[src/rtl/bram_rmw_bridge.sv]
// Request/grant front end for a single-port block RAM with one-cycle read latency.
// Partial writes become a RAM read followed by a merged write; responses stay in order.
module bram_rmw_bridge #(
  parameter  int DATA_W    = 32,
  parameter  int RAM_DEPTH = 1024,
  parameter  int ADDR_W    = 32,
  localparam int NB        = DATA_W / 8,
  localparam int OFF       = $clog2(NB),
  localparam int RA_W      = (RAM_DEPTH > 1) ? $clog2(RAM_DEPTH) : 1
) (
  input  logic              clk,
  input  logic              rstn,
  input  logic              req_i,
  input  logic              we_i,
  input  logic [NB-1:0]     be_i,
  input  logic [ADDR_W-1:0] addr_i,
  input  logic [DATA_W-1:0] wdata_i,
  output logic              gnt_o,
  output logic              rvalid_o,
  output logic [DATA_W-1:0] rdata_o,
  output logic              err_o,
  output logic              ram_cs,
  output logic [RA_W-1:0]   ram_addr,
  output logic              ram_we,
  output logic [DATA_W-1:0] ram_din,
  input  logic [DATA_W-1:0] ram_dout
);

  typedef enum logic [1:0] {IDLE, RESP, MERGE} state_t;
  typedef enum logic [1:0] {RT_WRITE, RT_READ, RT_ERR} rtype_t;

  localparam logic [ADDR_W-1:0] DEPTH_L = ADDR_W'(RAM_DEPTH);

  state_t              state_q, state_d;
  rtype_t              rtype_q, rtype_d;
  logic [RA_W-1:0]     idx_q, idx_d;
  logic [NB-1:0]       be_q, be_d;
  logic [DATA_W-1:0]   wdata_q, wdata_d;

  logic [ADDR_W-1:0]   word_idx;
  logic                idx_err;
  logic                accept;
  logic                be_full;
  logic                be_null;
  logic [DATA_W-1:0]   merged;

  assign word_idx = addr_i >> OFF;
  assign idx_err  = (word_idx >= DEPTH_L);
  assign be_full  = (be_i == {NB{1'b1}});
  assign be_null  = (be_i == {NB{1'b0}});
  // rstn gates the grant so nothing is accepted while reset is held
  assign accept   = req_i & rstn & (state_q != MERGE);
  assign gnt_o    = accept;

  // Merge captured write bytes over the word returned by the RMW read
  for (genvar gi = 0; gi < NB; gi++) begin : g_merge
    assign merged[8*gi +: 8] = be_q[gi] ? wdata_q[8*gi +: 8] : ram_dout[8*gi +: 8];
  end

  assign rvalid_o = (state_q == RESP);
  assign err_o    = rvalid_o & (rtype_q == RT_ERR);
  assign rdata_o  = (rvalid_o && rtype_q == RT_READ) ? ram_dout : '0;

  always_comb begin
    state_d  = state_q;
    rtype_d  = rtype_q;
    idx_d    = idx_q;
    be_d     = be_q;
    wdata_d  = wdata_q;
    ram_cs   = 1'b0;
    ram_we   = 1'b0;
    ram_addr = idx_q;
    ram_din  = wdata_q;

    if (state_q == MERGE) begin
      ram_cs  = 1'b1;
      ram_we  = 1'b1;
      ram_din = merged;
      state_d = RESP;
      rtype_d = RT_WRITE;
    end else if (accept) begin
      state_d  = RESP;
      ram_addr = word_idx[RA_W-1:0];
      if (idx_err) begin
        rtype_d = RT_ERR;
      end else if (!we_i) begin
        ram_cs  = 1'b1;
        rtype_d = RT_READ;
      end else if (be_full) begin
        ram_cs  = 1'b1;
        ram_we  = 1'b1;
        ram_din = wdata_i;
        rtype_d = RT_WRITE;
      end else if (be_null) begin
        rtype_d = RT_WRITE;
      end else begin
        // read half of the RMW; the write half follows in MERGE
        ram_cs  = 1'b1;
        idx_d   = word_idx[RA_W-1:0];
        be_d    = be_i;
        wdata_d = wdata_i;
        state_d = MERGE;
      end
    end else begin
      state_d = IDLE;
    end
  end

  always_ff @(posedge clk or negedge rstn) begin
    if (!rstn) begin
      state_q <= IDLE;
      rtype_q <= RT_WRITE;
      idx_q   <= '0;
      be_q    <= '0;
      wdata_q <= '0;
    end else begin
      state_q <= state_d;
      rtype_q <= rtype_d;
      idx_q   <= idx_d;
      be_q    <= be_d;
      wdata_q <= wdata_d;
    end
  end

endmodule

[config.mk]
export PLATFORM = sky130hd
export DESIGN_NAME = bram_rmw_bridge
export DESIGN_NICKNAME = d
export VERILOG_FILES = /design/src/rtl/bram_rmw_bridge.sv
export SDC_FILE = /design/constraint.sdc
export NUM_CORES = 1
export LEC_CHECK = 0
export CAP_MARGIN = 20
export CORE_MARGIN = 2
export CORE_UTILIZATION = 36
export DETAILED_ROUTE_END_ITERATION = 8
export MAX_ROUTING_LAYER = met4
export PLACE_DENSITY_LB_ADDON = 0.12
export RECOVER_POWER = 50
export SETUP_SLACK_MARGIN = 0.5
export SYNTH_ARGS = -nofsm -noshare
export SYNTH_HDL_FRONTEND = slang
export SYNTH_SLANG_ARGS = --single-unit
[constraint.sdc]
create_clock -name clk -period 2.3 [get_ports clk]
set_input_delay 0.345 -clock clk [delete_from_list [all_inputs] [get_ports clk]]
set_output_delay 0.345 -clock clk [all_outputs]
set_load 0.1 [all_outputs]
==> impl_metrics.py <==
metrics = {
    "drt": {
        "ant_nets": 0,
        "wire_per_inst_um": 20.2,
        "vias_per_cell": 5.40,
        "drt-total-wl_um": 14300,
        "drt_iter0_drc": 164,
        "via_count": 3827,
        "drt_pass1_iterations": 4,
        "drc": 0,
    },
    "cts": {
        "clock_latency_ns": 0.30,
        "cts_tree": "done",
        "max-clock-path-buffers": 2,
        "ctsHoldBuffers": 0,
        "cts_buffers": 5,
        "cts.clk_slew.worst_paths_ns": 0.10,
        "clock-root-buffer": "clkbuf_8",
        "htree_levels": 2,
        "cts_num_sinks": 50,
    },
    "setup_path": {
        "critical-path-slowest-cell": "or4_4",
        "crit_start": "addr_i[27]",
        "max_stage_delay_ns": 0.65,
        "crit_path_end_kind": "primary output",
        "worst_setup_path_start_kind": "input pin",
        "critical_path_required_ns": 1.96,
        "worst-path-buf-inv": 3,
        "crit_chain": "buf_6 > or4_4 > or4_4 > buf_12 > nand3_1 > o211ai_1 > clkbuf_16",
        "worstReg2RegStart": "state_q[1]",
        "crit_family": "simple AND/OR/NAND/NOR gates",
        "crit_fanout": 13,
        "arrival_ns": 2.35,
        "critPathMostFrequentCell": "or4_4",
        "path_class": "input pin to primary output",
    },
    "timing": {
        "max_freq_mhz": 371,
        "finalCritPeriodShare": 1.17,
        "slew_headroom": 0.127,
        "tns_ns": -19.13,
        "post-route-worst-setup-slack_ns": -0.393,
        "drv_slew": 0,
        "hold_viol_final": 0,
        "rsz0062_at_grt": "yes",
        "setup_viol": 80,
        "tightest_slew_ns": 1.31,
        "skew_ns": 0.00533,
        "period_minus_slack_ns": 2.69,
    },
    "final_layout": {
        "nets": 683,
        "drive_gt1_frac": 0.509,
        "num_antenna_cells": 0,
        "utilization": 0.809,
        "area_growth_pct": 117,
        "fillers": 550,
    },
    "pwr": {
        "power.density_mw_per_mm2": 256,
        "leakage_nw": 3.32,
        "peakVddDrop_mv": 0.268,
    },
    "die": {
        "die_x_um": 102,
        "core-area_mm2": 0.00924,
        "num_io_pins": 183,
        "floorplan.initialDensity": 0.372,
        "dieArea_mm2": 0.0104,
        "rows": 35,
        "die_h_um": 102,
    },
    "placed_design": {
        "portBuffers": 180,
        "dpl_worst_slack_ns": -0.606,
        "place_hpwl_um": 8220,
        "place_congestion": 0.830,
    },
    "synth": {
        "synth_adder_area_share": 0,
        "seq_area_frac_synth": 0.364,
        "synth_simple_gate_area_frac": 0.234,
        "synth_edf_count": 0,
        "syn_area_mm2": 0.00344,
        "yosys-top-cells-area": "dfrtp_1 36%, mux2_4 13%, nand3_1 9.5%",
        "synth_top_area_share": 0.364,
        "synth_cell_types": 30,
        "yosysWarnings": 0,
        "syn_inst": 353,
        "synth_xor_area_frac": 0,
        "syn_nets": 457,
        "async_reset_ff_frac": 1.00,
        "synth_seq_cells": 50,
        "synth_top_family_by_area": "multiplexers",
        "synth_most_common_cell": "nand3_1",
        "synth_area_leader_cell": "dfrtp_1",
        "synth_compound_area_frac": 0.0800,
        "synth_common_cells": "65 x nand3_1, 50 x dfrtp_1, 37 x nand2_1",
        "synthMuxAreaShare": 0.275,
        "synthFlopType": "dfrtp_1",
        "synth_area_per_cell_um2": 9.75,
    },
    "global_routing": {
        "grt_usage": 0.269,
        "grt.overflow.total": 0,
        "grt_max_degree": 102,
        "grt_pass1_vias": 3870,
        "antenna_found_initial": 0,
        "grt_pass1_wl_um": 20700,
    },
    "job": {
        "drv_cap": 0,
    },
    "worst_hold_path": {
        "min_from": "be_i[1]",
        "hold_path_class": "input pin to flip-flop",
    },
    "outcome": {
        "status": "complete, but fails checks",
        "violations": "setup timing",
    },
}
==> per-stage QoR <==
step / hold WS, ns / instances / instance area, um2 / power, mW
finish: 0.392 / 709 / 7480 / 1.91
global route: 0.387 / 709 / 7480 / 1.98
CTS: 0.380 / 701 / 7220 / 1.89
detailed placement: 0.492 / 657 / 6460 / 1.31
global placement: 0.486 / 657 / 6460 / 1.31
floorplan: 0.0494 / 353 / 3770 / 1.03
==> metal layers <==
| layer | track usage | share of wire |
|---|---|---|
| met3 | 0.0324 | 0.052 |
| met2 | 0.456 | 0.51 |
| met1 | 0.345 | 0.41 |
| met5 | - | 0 |
| met4 | 0.0572 | 0.024 |
==> area by class of cell <==
class,count,area (um2),share of cell area
clock inverters,1,5.00,0.000669
flip-flops and latches,50,1250,0.167
clock buffers,7,86.3,0.0115
multi-input cells,270,2440,0.326
repair buffers,249,3520,0.471
well taps,129,161,0.0216
inverters,3,13.8,0.00184
==> sequential cells by signal, indices dropped and copies added, names as in the netlist <==
register	flops
idx_q	10
state_q	2
rtype_q	2
be_q	4
wdata_q	32
==> cell usage in the layout, fill, tap and decap left out, types with 14 or more instances in the layout <==
| master | netlist | final |
|---|---|---|
| buf_6 | 3 | 32 |
| nand3_1 | 65 | 59 |
| nand2_4 | 0 | 23 |
| o211ai_1 | 32 | 32 |
| nand2_1 | 37 | 14 |
| buf_12 | 0 | 87 |
| dfrtp_1 | 50 | 50 |
| mux2_2 | 17 | 16 |
| mux2_4 | 29 | 30 |
| and2_4 | 0 | 32 |
| mux2i_1 | 32 | 32 |
| buf_4 | 1 | 18 |
| clkdlybuf4s50_1 | 0 | 74 |
==> final timing paths <==
check	to	slack, ns	cells past startpoint
worst max-delay path	ram_din[1]	-0.39	7
worst min-delay path	be_q[1]	0.39	3
worst max register to register	wdata_q[28]	0.34	10
worst min register to register	idx_q[2]	0.52	1
max in group asynchronous	wdata_q[18]	0.88	3
min in group asynchronous	rtype_q[1]	0.64	3
==> repair_timing <==
action / 4_1_cts / 5_1_grt
pin swaps: 25 / 17
setup buffers: 26 / 7
gates resized for setup: 146 / 43
setup endpoints to repair: 128 / 129
cloned: 10 / 1
==> report_power, final <==
group / internal, mW / leakage [nW] / switching (mW) / total, mW
clock: 0.244 / 0.0482 / 0.303 / 0.546
combinational: 0.255 / 2.57 / 0.226 / 0.481
sequential: 0.881 / 0.694 / 0.00131 / 0.883
total: 1.38 / 3.32 / 0.530 / 1.91
==> worst reg2reg max path, cell delays in order (launching register included) <==
cell and delay [ns]:
dfrtp_1 0.43, nand2b_4 0.10, nand3_4 0.10, buf_6 0.14, buf_8 0.12, inv_4 0.05
nand4_1 0.14, buf_4 0.19, buf_6 0.13, buf_16 0.15, mux2_4 0.30
==> cells by family (layout without fill, tap and decap cells) <==
group,after synthesis,count (layout)
AND/OR/NAND/NOR,153,155
multiplexers,78,78
flip-flops,50,50
AO/OA/AOI/OAI,37,37
buffers and inverters,35,260
Power figures use the tool's default switching activity.
